[config.mk]
export PLATFORM = sky130hd
export DESIGN_NAME = regwrite_scoreboard_decoder
export DESIGN_NICKNAME = d
export VERILOG_FILES = /design/src/rtl/regwrite_scoreboard_decoder.sv
export SDC_FILE = /design/constraint.sdc
export NUM_CORES = 1
export LEC_CHECK = 0
export CORE_MARGIN = 1
export CORE_UTILIZATION = 35
export DETAILED_ROUTE_END_ITERATION = 6
export GPL_TIMING_DRIVEN = 0
export MAX_ROUTING_LAYER = met4
export SYNTH_ARGS = -nofsm -noshare
export SYNTH_HDL_FRONTEND = slang
export SYNTH_SLANG_ARGS = --single-unit
[constraint.sdc]
create_clock -name clk -period 14.02 [get_ports clk]
set_input_delay 2.804 -clock clk [delete_from_list [all_inputs] [get_ports clk]]
set_output_delay 2.804 -clock clk [all_outputs]
set_load 0.01 [all_outputs]
[src/rtl/regwrite_scoreboard_decoder.sv]
// Issue/writeback one-hot decoders feeding a registered pending-write scoreboard.
// Optional macro SCOREBOARD_WB_BYPASS_EN: a same-cycle writeback masks the read-port busy flags.
module regwrite_scoreboard_decoder #(
    parameter int ADDR_W   = 5,
    parameter int ZERO_REG = 31
) (
    input  logic                   clk,
    input  logic                   reset,
    input  logic                   issue_en,
    input  logic [ADDR_W-1:0]      issue_addr,
    input  logic                   wb_en,
    input  logic [ADDR_W-1:0]      wb_addr,
    input  logic [ADDR_W-1:0]      rd_addr_a,
    input  logic [ADDR_W-1:0]      rd_addr_b,
    output logic [2**ADDR_W-1:0]   issue_onehot,
    output logic [2**ADDR_W-1:0]   busy_vec,
    output logic                   busy_a,
    output logic                   busy_b,
    output logic [ADDR_W:0]        pending_cnt
);
    localparam int NREG    = 2**ADDR_W;
    // Out-of-range ZERO_REG turns suppression off entirely.
    localparam bit ZERO_EN = (ZERO_REG >= 0) && (ZERO_REG < NREG);

    logic            issue_zero;
    logic [NREG-1:0] set_dec;
    logic [NREG-1:0] clr_dec;
    logic [NREG-1:0] busy_nxt;
    logic [ADDR_W:0] cnt_nxt;

    assign issue_zero = ZERO_EN && (int'(issue_addr) == ZERO_REG);

    for (genvar i = 0; i < NREG; i++) begin : g_reg
        assign set_dec[i] = issue_en && !issue_zero && (issue_addr == ADDR_W'(i));
        assign clr_dec[i] = wb_en && (wb_addr == ADDR_W'(i));
    end

    // Set is applied after clear so a newer issue survives a same-edge writeback.
    assign busy_nxt = (busy_vec & ~clr_dec) | set_dec;

    always_comb begin
        cnt_nxt = '0;
        for (int i = 0; i < NREG; i++) begin
            cnt_nxt = cnt_nxt + (ADDR_W+1)'(busy_nxt[i]);
        end
    end

    always_ff @(posedge clk) begin
        if (reset) begin
            issue_onehot <= '0;
            busy_vec     <= '0;
            pending_cnt  <= '0;
        end else begin
            issue_onehot <= set_dec;
            busy_vec     <= busy_nxt;
            pending_cnt  <= cnt_nxt;
        end
    end

`ifdef SCOREBOARD_WB_BYPASS_EN
    // The register file forwards the writeback value, so that source is not a hazard.
    assign busy_a = busy_vec[rd_addr_a] & ~(wb_en & (wb_addr == rd_addr_a));
    assign busy_b = busy_vec[rd_addr_b] & ~(wb_en & (wb_addr == rd_addr_b));
`else
    assign busy_a = busy_vec[rd_addr_a];
    assign busy_b = busy_vec[rd_addr_b];
`endif
endmodule
After elaboration in Yosys (flattened, before gate mapping):

Cells that the tools add are included.

* flip-flop bits (word level): 70
* input bits: 24
* output and inout bits: 72
* logic and storage cells: 174

* add/subtract/negate cells: 31
* $lt $le $gt $ge: 2
* eq/ne operators: 63
* mux-type cells: 4
* bitwise gates (word level): 3
* reductions and logical operators: 68

Operators by type and width (count)
* 5-bit equality test (second input constant): 32
* 6-bit by 1-bit adder with 6-bit output: 26
* 5-bit by 4-bit equality test with 1-bit output (second input constant): 16
* 1-bit logical AND: 65
* 5-bit by 3-bit equality test with 1-bit output (second input constant): 8
* 32-bit bitwise AND: 1
* 32-bit NOT: 1
* 32-bit OR: 1
* 5-bit by 2-bit equality test with 1-bit output (second input constant): 4
* 5-bit by 1-bit equality test with 1-bit output (second input constant): 3
* 5-bit by 6-bit less-than comparator with 1-bit output (second input constant): 2
* 1-bit binary-select mux with 5-bit select: 2
* 5-bit logical NOT: 2
* 5-bit by 1-bit adder with 6-bit output: 1
* 4-bit by 1-bit adder with 5-bit output: 1
* 3-bit by 1-bit adder with 4-bit output: 1
* 2-bit by 1-bit adder with 3-bit output: 1
* 1-bit by 1-bit adder with 2-bit output: 1
* 1-bit 2-to-1 mux: 2
* 1-bit logical NOT: 1

Longest topological paths before layout:

* depth after elaboration: 36
* depth in mapped cells: 22
* depth with buffers taken out: 21

Least setup slack after synthesis:

Ideal clock, no wire load.

* kind: input-to-reg
* from: input port issue_addr[0]
* to: register pending_cnt[4]
* library setup time: 0.128 ns
* arrival: 7.731 ns
* path slack: 6.162 ns
* stages: 20
* path buffers: 1
* cells stage by stage: buf_4 nor2b_1 nand3_1 nor2_1 a21oi_1 fa_1 inv_1 fa_1 inv_1 fa_1 fa_1 fa_1 fa_1 inv_1 ha_1 fa_1 a21o_1 a21oi_1 xor2_1 nor2_1

* word-level cells in the longest chain between the ends: 36
* elaborated cells on any way between the ends: 99
* classes of those cells: add/sub (31); eq/ne (32); bitwise (1); reduce/logical (35)

Ends and longest elaborated chain
* from (decl): line 10 `input logic [ADDR_W-1:0] issue_addr,`
* 5-bit by 1-bit equality test with 1-bit output: line 31 `assign issue_zero = ZERO_EN && (int'(issue_addr) == ZERO_REG);`
* 1-bit logical NOT: line 34 `assign set_dec[i] = issue_en && !issue_zero && (issue_addr == ADDR_W'(i));`
* 1-bit logical AND (2 in series): line 34
* 32-bit OR (*): line 39 `assign busy_nxt = (busy_vec & ~clr_dec) | set_dec;`
* 1-bit by 1-bit adder with 2-bit output: line 44 `cnt_nxt = cnt_nxt + (ADDR_W+1)'(busy_nxt[i]);`
* 2-bit by 1-bit adder with 3-bit output: line 44
* 3-bit by 1-bit adder with 4-bit output: line 44
* 4-bit by 1-bit adder with 5-bit output: line 44
* 5-bit by 1-bit adder with 6-bit output: line 44
* 6-bit by 1-bit adder with 6-bit output (25 in series): line 44
* 6-bit by 1-bit adder with 6-bit output (*): line 44
* to (signal assigned): line 56 `pending_cnt <= cnt_nxt;`
* to (decl): line 19 `output logic [ADDR_W:0] pending_cnt`

Mark *: on every way between the ends. The rest lies on a longest branch, timed or not.
A chain may end at the register's enable or synchronous reset.

Final worst setup path:

* from: input port wb_addr[4]
* to: register pending_cnt[4]

* word-level cells in the longest chain between the ends: 36
* elaborated cells on any way between the ends: 98
* classes of those cells: add/sub (31); eq/ne (31); bitwise (3); reduce/logical (33)

Ends and longest elaborated chain
* from (decl): line 12 `input logic [ADDR_W-1:0] wb_addr,`
* 5-bit by 1-bit equality test with 1-bit output / 5-bit logical NOT (equally long branches): line 35 `assign clr_dec[i] = wb_en && (wb_addr == ADDR_W'(i));`
* 1-bit logical AND: line 35
* 32-bit NOT (*): line 39
* 32-bit bitwise AND (*): line 39
* 32-bit OR (*): line 39
* 1-bit by 1-bit adder with 2-bit output: line 44
* 2-bit by 1-bit adder with 3-bit output: line 44
* 3-bit by 1-bit adder with 4-bit output: line 44
* 4-bit by 1-bit adder with 5-bit output: line 44
* 5-bit by 1-bit adder with 6-bit output: line 44
* 6-bit by 1-bit adder with 6-bit output (25 in series): line 44
* 6-bit by 1-bit adder with 6-bit output (*): line 44

Marks and branches as above.

==> metrics.txt <==
status finished clean; core area 10500 um^2; placed instance count around 670; Hold Vio Cnt, Final 0; residual DRC count 0; Clock Pin Slew Worst Setup and Hold Paths 0.07 ns; Seq/Total Area, Yosys 0.367; Critical Path End Type flip-flop; Detailed Place HPWL between 9 and 10 mm; first-pass GRT wire length 18.7 mm; Synth Cell Area 3810 um^2; fin util 0.493; FP Rows 37; Max clock buf depth 2; root buffer cell clkbuf_8; CTS Hold Bufs 0; Worst Path Required 14.25 ns; Avg Inst Size Synth 8.73 um^2; Static Leak 2.06 nW; Max H-tree Level 3; Max Slew Vio Count 0; CP Launch Type input pin; Distinct cells, synth 41; largest net degree at the start of global routing 13; Tot GR Track Use 0.232; Slew @ Worst Pin approximately 0.7 ns; Post-CTS Resized 0; CP Max Fanout 5; skew final 0.00577 ns; Area after DPL 4920 um^2; NumNets Final between 500 and 600; synth top area cells dfxtp_1, fa_1, mux2i_1; total power 479 uW; setup tns final 0 ns; share of the synthesized area in the top cell type 0.367; clock sink total 70; net count after synthesis 492; setup violators final 0; CTS tree done; FF+latch count, synth 70; post-route cell area between 5000 and 6000 um^2; initial antenna violation count 0; commonest register cell after synthesis dfxtp_1; mean routed wirelength per cell 18.0 um; Starting Density 0.365; ys async rst share 0; hold_ws 0.541 ns; Die Y 106 um; Max Clk Rate between 100 and 150 MHz; Via density 5.14; WL final ~12 mm; port buffer count a little over 90; Layout Cells excl Fill 681; Post-synth EDFFs 0; max-cap viol count 0; Post-Place Setup Slack 5.07 ns; Cells after Synth 437; YS warnings 0; Antenna Nets Post-Route 0; Crit Path Class in -> reg; io pins 96; Max VDD drop roughly 0.039 mV; CP arrival approximately 8.9 ns; vias in the first global route 3373; remaining global-route overflow 0; post-synth top area cell dfxtp_1; Final period util 0.615; die area 11300 um^2; P&R area growth vs syn 35.3%; Worst slew margin 0.542; CTS Buf Count 9; Placer Congestion 0.934; Pre-antenna DRT Iters 6; Iter 0 DRT Violations approximately 350; Die Width between 100 and 150 um; Setup WS post-layout 5.40 ns; share of layout cells above drive strength 1 0.0550; Antenna Cells 0; total setup buffers inserted after CTS 0; clk_lat worst skew between 0.3 and 0.4 ns; Worst Hold Class reg -> reg; DR vias 3498; RSZ-0062 raised after global routing no; fin crit period 8.62 ns; pwr/cell area ~93 nW/um^2
[power by group]
group | internal (mW) | switching (mW) | total [mW]
Clock | 0.123 | 0.0791 | 0.202
Sequential | 0.202 | 0.00225 | 0.205
Combinational | 0.0326 | 0.0398 | 0.0723
Total | 0.358 | 0.121 | 0.479
[synth_stat cells, types with 6 or more instances]
master / instances
nand3_1: 19
mux2i_1: 32
dfxtp_1: 70
nor2b_1: 17
fa_1: 24
nor3_1: 6
inv_1: 23
nand2_1: 53
a21oi_1: 19
clkbuf_1: 9
ha_1: 7
nor2_1: 80
a22oi_1: 21
nand2b_1: 11
[registers in the layout (all words and copies together) (netlist names)]
name          count
busy_vec         32
pending_cnt       6
issue_onehot     32
[critical path, cell delays in order]
cell             delay, ns
clkdlybuf4s50_1       0.50
nand2b_1              0.25
nor3_1                0.52
nand3_1               0.17
a21oi_1               0.35
fa_1                  0.51
fa_1                  0.60
fa_1                  0.45
fa_1                  0.55
fa_1                  0.44
fa_1                  0.49
inv_1                 0.04
ha_1                  0.21
fa_1                  0.41
a21o_1                0.19
a21oi_1               0.16
xor2_1                0.15
nor2_1                0.04
[routing by layer]
layer | vias up | GRT usage | part of all wire
li1 | 1656 | - | -
met1 | 1683 | 0.312 | 0.46
met2 | 132 | 0.345 | 0.45
met3 | 27 | 0.0380 | 0.054
met4 | 0 | 0.0982 | 0.031
met5 | - | - | 0
[worst paths after layout]
kind | startpoint | end | slack, ns | depth (start not counted)
setup / recovery | wb_addr[4] | pending_cnt[4] | 5.40 | 18
hold / removal | busy_vec[9] | busy_vec[9] | 0.54 | 2
setup reg to reg | busy_vec[13] | pending_cnt[4] | 8.96 | 16
hold reg to reg | busy_vec[9] | busy_vec[9] | 0.54 | 2
[placed cells by master (no fill, tap or decap), types with 4 or more instances in the layout]
| cell type | instances |
|---|---|
| clkdlybuf4s50_1 | 93 |
| mux2i_1 | 32 |
| nand3_1 | 19 |
| ha_1 | 7 |
| nor2b_1 | 17 |
| a21oi_1 | 19 |
| inv_1 | 23 |
| nand2_1 | 53 |
| clkbuf_1 | 9 |
| nor2_1 | 80 |
| a22oi_1 | 21 |
| fa_1 | 24 |
| dfxtp_1 | 70 |
| nor3_1 | 6 |
| buf_6 | 4 |
| nand2b_1 | 11 |
| clkbuf_8 | 10 |
[logic make-up (layout without fill, tap and decap cells)]
family,Yosys count,in the layout,share of synthesized area
compound gates,56,56,0.0987
fa+ha+maj,31,31,0.149
mux,32,32,0.0840
other cells,1,1,0.000983
buf+inv,42,150,0.0531
simple gates,203,203,0.242
flops,70,70,0.367
xor+xnor,2,2,0.00459
[area by class of cell]
type,instances,area [um^2]
Tap cell,136,170
Sequential cell,70,1400
Clock inverter,5,108
Clock buffer,10,138
Inverter,23,86.3
Fill cell,1055,5300
Buffer,19,116
Timing Repair Buffer,93,931
Multi-Input combinational cell,325,2210
Note: power is estimated with default switching activity, not from simulation.
